==> src/rtl/sched_pkg.sv <==
// Shared definitions for the task scheduler: op encoding, FSM states and task word slicing.
package sched_pkg;

  localparam logic [3:0] OP_READY   = 4'h1;
  localparam logic [3:0] OP_SUSPEND = 4'h2;
  localparam logic [3:0] OP_WAIT    = 4'h3;
  localparam logic [3:0] OP_KILL    = 4'h4;
  localparam logic [3:0] OP_SETPRIO = 4'h5;
  localparam logic [3:0] OP_SETHIT  = 4'h6;
  localparam logic [3:0] OP_EXEC    = 4'h7;
  localparam logic [3:0] OP_FINISH  = 4'hF;

  localparam int unsigned OP_ID_LSB   = 8;
  localparam int unsigned OP_CODE_LSB = 4;
  localparam int unsigned OP_ARG_LSB  = 0;

  typedef enum logic [2:0] {
    StIdle,
    StScan,
    StIssue,
    StRun,
    StFinish
  } sched_state_e;

  function automatic logic [15:0] make_op(logic [3:0] id, logic [3:0] code, logic [3:0] arg);
    logic [15:0] op;
    op = '0;
    op[OP_ID_LSB +: 4]   = id;
    op[OP_CODE_LSB +: 4] = code;
    op[OP_ARG_LSB +: 4]  = arg;
    return op;
  endfunction

  function automatic logic [3:0] word_id(logic [7:0] word);
    return word[7:4];
  endfunction

  function automatic logic [3:0] word_prio(logic [7:0] word);
    return word[3:0];
  endfunction

endpackage

==> src/rtl/sched_quantum_timer.sv <==
// Quantum timer: loads QUANTUM, counts down while enabled, flags the last cycle of the quantum.
module sched_quantum_timer #(
  parameter int unsigned QUANTUM = 16
) (
  input  logic CLK,
  input  logic RST,
  input  logic load,
  input  logic dec,
  output logic expire
);

  localparam int unsigned TW = $clog2(QUANTUM + 1);

  logic [TW-1:0] cnt_q;

  always_ff @(posedge CLK) begin
    if (RST) begin
      cnt_q <= '0;
    end else if (load) begin
      cnt_q <= TW'(QUANTUM);
    end else if (dec && (cnt_q != '0)) begin
      cnt_q <= cnt_q - 1'b1;
    end
  end

  assign expire = (cnt_q == TW'(1));

endmodule

==> src/rtl/task_scheduler.sv <==
// Single-core task scheduler: scans task slots, dispatches the best ready task for a fixed
// quantum and merges host commands onto the shared op bus when the scheduler is not using it.
module task_scheduler #(
  parameter int unsigned N_TASKS = 8,
  parameter int unsigned QUANTUM = 16,
  parameter int unsigned CNT_W   = 16
) (
  input  logic                 CLK,
  input  logic                 RST,
  input  logic                 en,
  input  logic [8*N_TASKS-1:0] task_words,
  input  logic [15:0]          host_op,
  input  logic                 host_valid,
  output logic                 host_ready,
  output logic [15:0]          op_out,
  output logic                 op_valid,
  output logic [3:0]           cur_id,
  output logic                 busy,
  output logic                 preempt,
  output logic [CNT_W-1:0]     dispatches
);
  import sched_pkg::*;

  sched_state_e     state_q, state_d;
  logic [3:0]       scan_idx_q, scan_idx_d;
  logic [3:0]       best_idx_q, best_idx_d;
  logic [3:0]       best_prio_q, best_prio_d;
  logic [3:0]       best_id_q, best_id_d;
  logic             best_valid_q, best_valid_d;
  logic [3:0]       cur_id_q, cur_id_d;
  logic [CNT_W-1:0] disp_q, disp_d;

  logic [7:0] scan_word, run_word;
  logic       take;
  logic       tmr_load, tmr_dec, tmr_expire;

  assign scan_word = task_words[8*int'(scan_idx_q) +: 8];
  assign run_word  = task_words[8*int'(best_idx_q) +: 8];
  // Strict compare keeps the earliest slot on equal priority.
  assign take = (scan_word != 8'h00) && (word_id(scan_word) != 4'h0) &&
                (!best_valid_q || (word_prio(scan_word) > best_prio_q));

  sched_quantum_timer #(
    .QUANTUM(QUANTUM)
  ) u_timer (
    .CLK   (CLK),
    .RST   (RST),
    .load  (tmr_load),
    .dec   (tmr_dec),
    .expire(tmr_expire)
  );

  always_comb begin
    state_d      = state_q;
    scan_idx_d   = scan_idx_q;
    best_idx_d   = best_idx_q;
    best_prio_d  = best_prio_q;
    best_id_d    = best_id_q;
    best_valid_d = best_valid_q;
    cur_id_d     = cur_id_q;
    disp_d       = disp_q;
    op_out       = '0;
    op_valid     = 1'b0;
    preempt      = 1'b0;
    host_ready   = 1'b0;
    tmr_load     = 1'b0;
    tmr_dec      = 1'b0;

    unique case (state_q)
      StIdle: begin
        host_ready   = 1'b1;
        scan_idx_d   = '0;
        best_idx_d   = '0;
        best_prio_d  = '0;
        best_id_d    = '0;
        best_valid_d = 1'b0;
        if (en) state_d = StScan;
      end
      StScan: begin
        host_ready = 1'b1;
        if (take) begin
          best_idx_d   = scan_idx_q;
          best_prio_d  = word_prio(scan_word);
          best_id_d    = word_id(scan_word);
          best_valid_d = 1'b1;
        end
        if (scan_idx_q == 4'(N_TASKS - 1)) begin
          state_d = (best_valid_q || take) ? StIssue : StIdle;
        end else begin
          scan_idx_d = scan_idx_q + 4'd1;
        end
      end
      StIssue: begin
        op_out   = make_op(best_id_q, OP_EXEC, 4'h0);
        op_valid = 1'b1;
        cur_id_d = best_id_q;
        tmr_load = 1'b1;
        state_d  = StRun;
      end
      StRun: begin
        host_ready = 1'b1;
        tmr_dec    = 1'b1;
        if (run_word == 8'h00) begin
          preempt  = 1'b1;
          cur_id_d = '0;
          state_d  = StIdle;
        end else if (tmr_expire) begin
          state_d = StFinish;
        end
      end
      StFinish: begin
        op_out   = make_op(cur_id_q, OP_FINISH, 4'h0);
        op_valid = 1'b1;
        if (disp_q != '1) disp_d = disp_q + 1'b1;
        cur_id_d = '0;
        state_d  = StIdle;
      end
      default: state_d = StIdle;
    endcase

    // Host ops pass straight through; ISSUE/FINISH never raise host_ready.
    if (host_ready && host_valid) begin
      op_out   = host_op;
      op_valid = 1'b1;
    end
  end

  always_ff @(posedge CLK) begin
    if (RST) begin
      state_q      <= StIdle;
      scan_idx_q   <= '0;
      best_idx_q   <= '0;
      best_prio_q  <= '0;
      best_id_q    <= '0;
      best_valid_q <= 1'b0;
      cur_id_q     <= '0;
      disp_q       <= '0;
    end else begin
      state_q      <= state_d;
      scan_idx_q   <= scan_idx_d;
      best_idx_q   <= best_idx_d;
      best_prio_q  <= best_prio_d;
      best_id_q    <= best_id_d;
      best_valid_q <= best_valid_d;
      cur_id_q     <= cur_id_d;
      disp_q       <= disp_d;
    end
  end

  assign cur_id     = (state_q == StRun) ? cur_id_q : 4'h0;
  assign busy       = (state_q == StIssue) || (state_q == StRun) || (state_q == StFinish);
  assign dispatches = disp_q;

endmodule

==> config.mk <==
export PLATFORM = sky130hd
export DESIGN_NAME = task_scheduler
export DESIGN_NICKNAME = d
export VERILOG_FILES = /design/src/rtl/sched_pkg.sv /design/src/rtl/sched_quantum_timer.sv /design/src/rtl/task_scheduler.sv
export SDC_FILE = /design/constraint.sdc
export NUM_CORES = 1
export LEC_CHECK = 0
export BUFFER_PORTS_ARGS = -buffer_cell sky130_fd_sc_hd__buf_2
export CORE_MARGIN = 2
export CORE_UTILIZATION = 40
export CTS_BUF_LIST = sky130_fd_sc_hd__clkbuf_2
export CTS_CLUSTER_DIAMETER = 60
export DETAILED_ROUTE_END_ITERATION = 10
export PLACE_DENSITY_LB_ADDON = 0.3
export SKIP_LAST_GASP = 1
export SLEW_MARGIN = 20
export SYNTH_ARGS = -nofsm -noshare
export SYNTH_HDL_FRONTEND = slang
export SYNTH_SLANG_ARGS = --single-unit
export TNS_END_PERCENT = 5
==> constraint.sdc <==
create_clock -name CLK -period 7.2 [get_ports CLK]
set_input_delay 0.72 -clock CLK [delete_from_list [all_inputs] [get_ports CLK]]
set_output_delay 0.72 -clock CLK [all_outputs]
set_load 0.05 [all_outputs]
After elaboration in Yosys (flattened, before gate mapping). Index checks and enable logic that the tools add are counted.

Register bits after elaboration: 45. Output and inout port bits: 40. Input bits: 84. Word-level logic and storage cells: 84.

Shift operators: 2. Add/subtract/negate cells: 3. Eq/ne operators: 13. Reduce and logical (&&, ||, !) cells: 25. Mux-type cells: 30. Magnitude comparators: 1.

Operators with widths (number): $shiftx 64x8->8 (2); $pmux 4 s2 (4); $mux 4 (6); $pmux 12 s2 (1); $add 16x1->16 const B (1); $mux 16 (1); $ne 16x16->1 const B (1); $mux 3 (4); $pmux 3 s4 (1); $pmux 4 s3 (1); $mux 5 (2); $ne 2x2->1 const B (5); $logic_not 8->1 (1); $mux 1 (8); $reduce_and 2->1 (4); $reduce_bool 8->1 (1); $eq 3x2->1 const B (2); $eq 5x1->1 const B (1); $reduce_bool 5->1 (1); $sub 5x1->5 const B (1); $add 4x1->4 const B (1); $eq 4x3->1 const B (1); $gt 4x4->1 (1); $logic_and 1x1->1 (4); other kinds (14) (19).

Logic depth before layout (Yosys ltp).
Word-level depth: 8. Depth in mapped cells: 13. Mapped depth without buffers: 9.

Modules after synthesis. A second synthesis with hierarchy kept.

Cells, all modules: 370. Area total of the unflattened synthesis: 3190.6 µm².

By module, submodules not included: task_scheduler (area each 2905.3 µm², cells an instance 339, instances 1, sequential area each 800.8 µm²); sched_quantum_timer (area each 285.3 µm², cells an instance 31, instances 1, sequential area each 100.1 µm²).

Worst setup path before layout. OpenSTA, ideal clock, no wires.

Kind: register to output. From: register state_q[0]. To: output op_out[4]. Data required time: 6480 ps. Slack: 3877 ps. Buffers on the path: 2. Stages on the path, launching flop included: 8. Arrival time: 2603 ps. Cells stage by stage: dfxtp_1 > clkbuf_1 > inv_1 > a21oi_1 > clkbuf_1 > nand2_1 > nand3_1 > o21a_1.

Word-level cells in the longest chain between the ends: 5. Elaborated cells between the ends (all ways): 10. Classes of those cells: eq/ne (4); mux (3); reduce/logical (3).

Ends and longest elaborated chain: start, declared (RTL line task_scheduler.sv:24) `sched_state_e state_q, state_d;`; start signal, assigned (RTL line task_scheduler.sv:130) `state_q <= StIdle;`; start signal, assigned (RTL line task_scheduler.sv:139) `state_q <= state_d;`; $eq 3x2->1, or another cell as far along (RTL line task_scheduler.sv:69) `unique case (state_q)`; $reduce_or 3->1 (no source line) *; $mux 1 * (RTL line task_scheduler.sv:69); net host_ready (RTL line task_scheduler.sv:14) `output logic host_ready,`; $logic_and 1x1->1 * (RTL line task_scheduler.sv:122) `if (host_ready && host_valid) begin`; $mux 16 * (RTL line task_scheduler.sv:122); end, declared (RTL line task_scheduler.sv:15) `output logic [15:0] op_out,`.

Mark *: on every way through the listed nets, which the timed path passes. The rest lies on a longest branch.

Worst setup path after layout.
From: register best_idx_q[0]. To: output preempt.

Word-level cells in the longest chain between the ends: 4.

Ends and longest elaborated chain: start, declared (RTL line task_scheduler.sv:26) `logic [3:0] best_idx_q, best_idx_d;`; start signal, assigned (RTL line task_scheduler.sv:141) `best_idx_q <= best_idx_d;`; $shiftx 64x8->8 (RTL line task_scheduler.sv:38) `assign run_word = task_words[8*int'(best_idx_q) +: 8];`; $logic_not 8->1 (RTL line task_scheduler.sv:103) `if (run_word == 8'h00) begin`; $mux 1 (RTL line task_scheduler.sv:103); $mux 1 (RTL line task_scheduler.sv:69); end, declared (RTL line task_scheduler.sv:19) `output logic preempt,`.

No other way between the ends.

==> results.py <==
metrics = {
    "detailed_routing": {
        "vias_per_cell": 5.61,
        "drcViolationCount": 0,
        "ant_nets": 0,
        "routedWlPerCell_um": 16.0,
        "dr.pass1.iters": 4,
        "dr.first_iter.drc_count": 203,
        "wl_um": 9100,
        "num_vias": 3200,
    },
    "placement": {
        "place_congestion": 0.973,
        "io_buffers": 123,
        "dp_slack_ns": 3.57,
        "dpl.hpwl_um": 7060,
    },
    "layout": {
        "area.growth.synth_to_final_pct": 20.7,
        "final_nets": 559,
        "fin_util_pct": 49.9,
        "fillers": 784,
        "regArea_um2": 902,
        "multiInputGateArea_um2": 2130,
        "drive_gt1_share_pct": 36.6,
    },
    "global_routing": {
        "overflow": 0,
        "antenna_found_initial": 1,
        "first_global_vias": 3108,
        "grt_max_degree": 45,
        "track_usage_pct": 21.0,
        "grt_pass1_wl_um": 15000,
    },
    "floorplan": {
        "dieWidth_um": 93.6,
        "die_h_um": 93.6,
        "initial_core_util_pct": 41.3,
        "core_um2": 7770,
        "dieArea_um2": 8760,
        "floorplan.rows": 32,
        "num_io_pins": 124,
    },
    "synth": {
        "synth_flop_cell": "dfxtp_1",
        "ys_ff_latch": 45,
        "syn-num-nets": 451,
        "netlist_area_um2": 3210,
        "synth_edf_count": 0,
        "synthTopCellsByArea": "dfxtp_1 (28%), mux4_2 (9.1%), nor2_1 (4.2%)",
        "synth.top_cell.area_share_pct": 28.0,
        "ys_seq_area_share_pct": 28.0,
        "synth_async_sr_flop_share_pct": 0,
        "synth_cell_types": 54,
        "synth_area_leader_cell": "dfxtp_1",
        "syn_inst": 358,
        "avgSynthCellArea_um2": 8.97,
        "ys_warn_count": 0,
    },
    "setup_path": {
        "crit_arrival_ns": 2.71,
        "rr_worst_depth": 9,
        "cp-end-kind": "output port",
        "critPathLaunchType": "flop",
        "crit_fanout": 9,
        "critical_path_class": "reg -> out",
        "cp.required_ns": 6.48,
    },
    "power_and_ir_drop": {
        "leakage_nw": 1.54,
        "power-per-cell-area_nw_per_um2": 150,
        "ir_drop_mv": 0.0535,
    },
    "clock_tree": {
        "cts_max_level": 2,
        "cts_tree": "yes",
        "ctsHoldBuffers": 0,
        "clk_latency_ns": 0.41,
        "clk_pin_slew_ns": 0.23,
        "clock_sinks": 45,
        "cts.repair.resized": 0,
        "numCtsBuffers": 5,
        "cts-root-buf": "clkbuf_2",
        "clockBufferDepth": 2,
        "cts_setup_buffers": 0,
    },
    "timing": {
        "setup_viol": 0,
        "grt_setup_unrepaired": "no",
        "layout_min_cycle_time_ns": 3.43,
        "fin_tns_setup_ns": 0,
        "fin_ws_ns": 3.77,
        "worst-slew-pin-transition_ns": 0.979,
        "fin_crit_sh_pct": 47.6,
        "max_freq_mhz": 292,
        "hold_viol": 0,
        "fin_skew_ns": 0.0176,
        "hold_ws_ns": 0.484,
        "drv_slew": 0,
        "slew_headroom_pct": 34.3,
    },
    "run_status": {
        "status": "finished, final reports clean",
    },
    "run": {
        "max_cap_viol_count": 0,
    },
    "worst_hold_path": {
        "hp-class": "reg -> reg",
        "hold_depth": 2,
    },
}
[logic make-up (layout without fill, tap and decap cells)]
family                     after synthesis  in the layout  share of synthesized area [%]
adders and majority gates                9              9                           3.51
buffers and inverters                   38            147                           5.69
xor gates and xnor gates                20             20                           5.45
AOI/OAI and AO/OA                       58             58                           14.0
and+or+nand+nor                        161            161                           28.3
muxes                                   27             27                           15.0
DFF                                     45             45                           28.0
other                                    0              1                              0
[final timing paths]
| kind | start | endpoint | slack [ns] |
|---|---|---|---|
| hold reg to reg | best_valid_q | best_valid_q | 0.48 |
| setup / recovery | best_idx_q[0] | preempt | 3.77 |
| setup reg to reg | scan_idx_q[0] | best_id_q[2] | 3.92 |
| hold / removal | best_valid_q | best_valid_q | 0.48 |
[cell usage in the layout, fill, tap and decap left out, types with 2 or more instances in the layout]
cell type  instances
a211oi_1           5
a21oi_1           16
a21oi_2            9
a222oi_1           4
a311oi_1           4
a31oi_1            2
and2_1             2
and3_1            14
and4_1             2
buf_2            123
clkbuf_2           5
clkinv_1           2
dfxtp_1           44
ha_1               9
inv_1             16
mux2i_1           11
mux4_1             3
mux4_2            13
nand2_1           23
nand3_1            8
nand3_2            9
nand3b_1           2
nand4_1            6
nor2_1            35
nor2b_1            3
nor3_1            13
nor3b_1            2
nor4_1            14
nor4b_1            3
nor4bb_1           2
o21a_1             5
o31ai_1            2
o41ai_2            2
or2_2              4
or3_1              8
or4_1              6
xnor2_1           14
xor2_1             6
[cells in the mapped netlist, types with 4 or more instances]
cell / instances
nand4_1: 6
nand2_1: 23
or3_1: 8
nor4_1: 14
xnor2_1: 14
or4_1: 6
clkbuf_1: 11
and3_1: 14
nor2_1: 36
or2_2: 4
ha_1: 9
a222oi_1: 4
nor3_1: 13
o21a_1: 5
xor2_1: 6
nand3_2: 9
a21oi_1: 16
a21oi_2: 9
nand3_1: 8
a311oi_1: 4
inv_1: 16
mux2i_1: 11
a211oi_1: 5
dfxtp_1: 45
mux4_2: 13
[cell type report]
cell class              instances  area share, %
diodes                          1         0.0645
clock buffers                   5          0.645
clock inverters                 3          0.323
inverters                      16           1.55
multi-input cells             275           55.0
flip-flops and latches         45           23.3
well taps                     102           3.29
repair buffers                123           15.9
[flip-flops by register name, summed over array words and instances (netlist names)]
signal         flops
dispatches        16
u_timer.cnt_q      5
best_id_q          4
best_idx_q         4
best_prio_q        4
cur_id_q           4
scan_idx_q         4
state_q            3
best_valid_q       1
[report_power, final]
group	switching [mW]	internal, mW	total, mW
Sequential	0.0203	0.259	0.279
Combinational	0.121	0.0792	0.200
Clock	0.0811	0.0213	0.102
Total	0.222	0.360	0.582
[routing by layer]
metal | routed length, um | GRT usage, % | vias to the layer above | share of wire, %
met4 | 85 | 5.80 | 0 | 0.93
met3 | 426 | 1.85 | 6 | 4.7
met5 | 0 | 0 | - | 0
li1 | - | - | 1572 | -
met2 | 4480 | 34.8 | 82 | 49
met1 | 4110 | 29.5 | 1540 | 45
[critical path, stage by stage (launching register included)]
cell	delay (ns)
dfxtp_1	0.59
or4b_2	0.63
nor4_1	0.26
a2111oi_1	0.18
o21a_1	0.22
nor2_1	0.13
buf_2	0.29
[metrics by stage]
stage               power [mW]  area, um^2  cells
finish                   0.582        3880    570
global route             0.614        3880    570
CTS                      0.583        3870    569
detailed placement       0.482        3830    561
global placement         0.479        3830    561
floorplan                0.432        3210    358
Note: power is estimated with default switching activity, not from simulation.
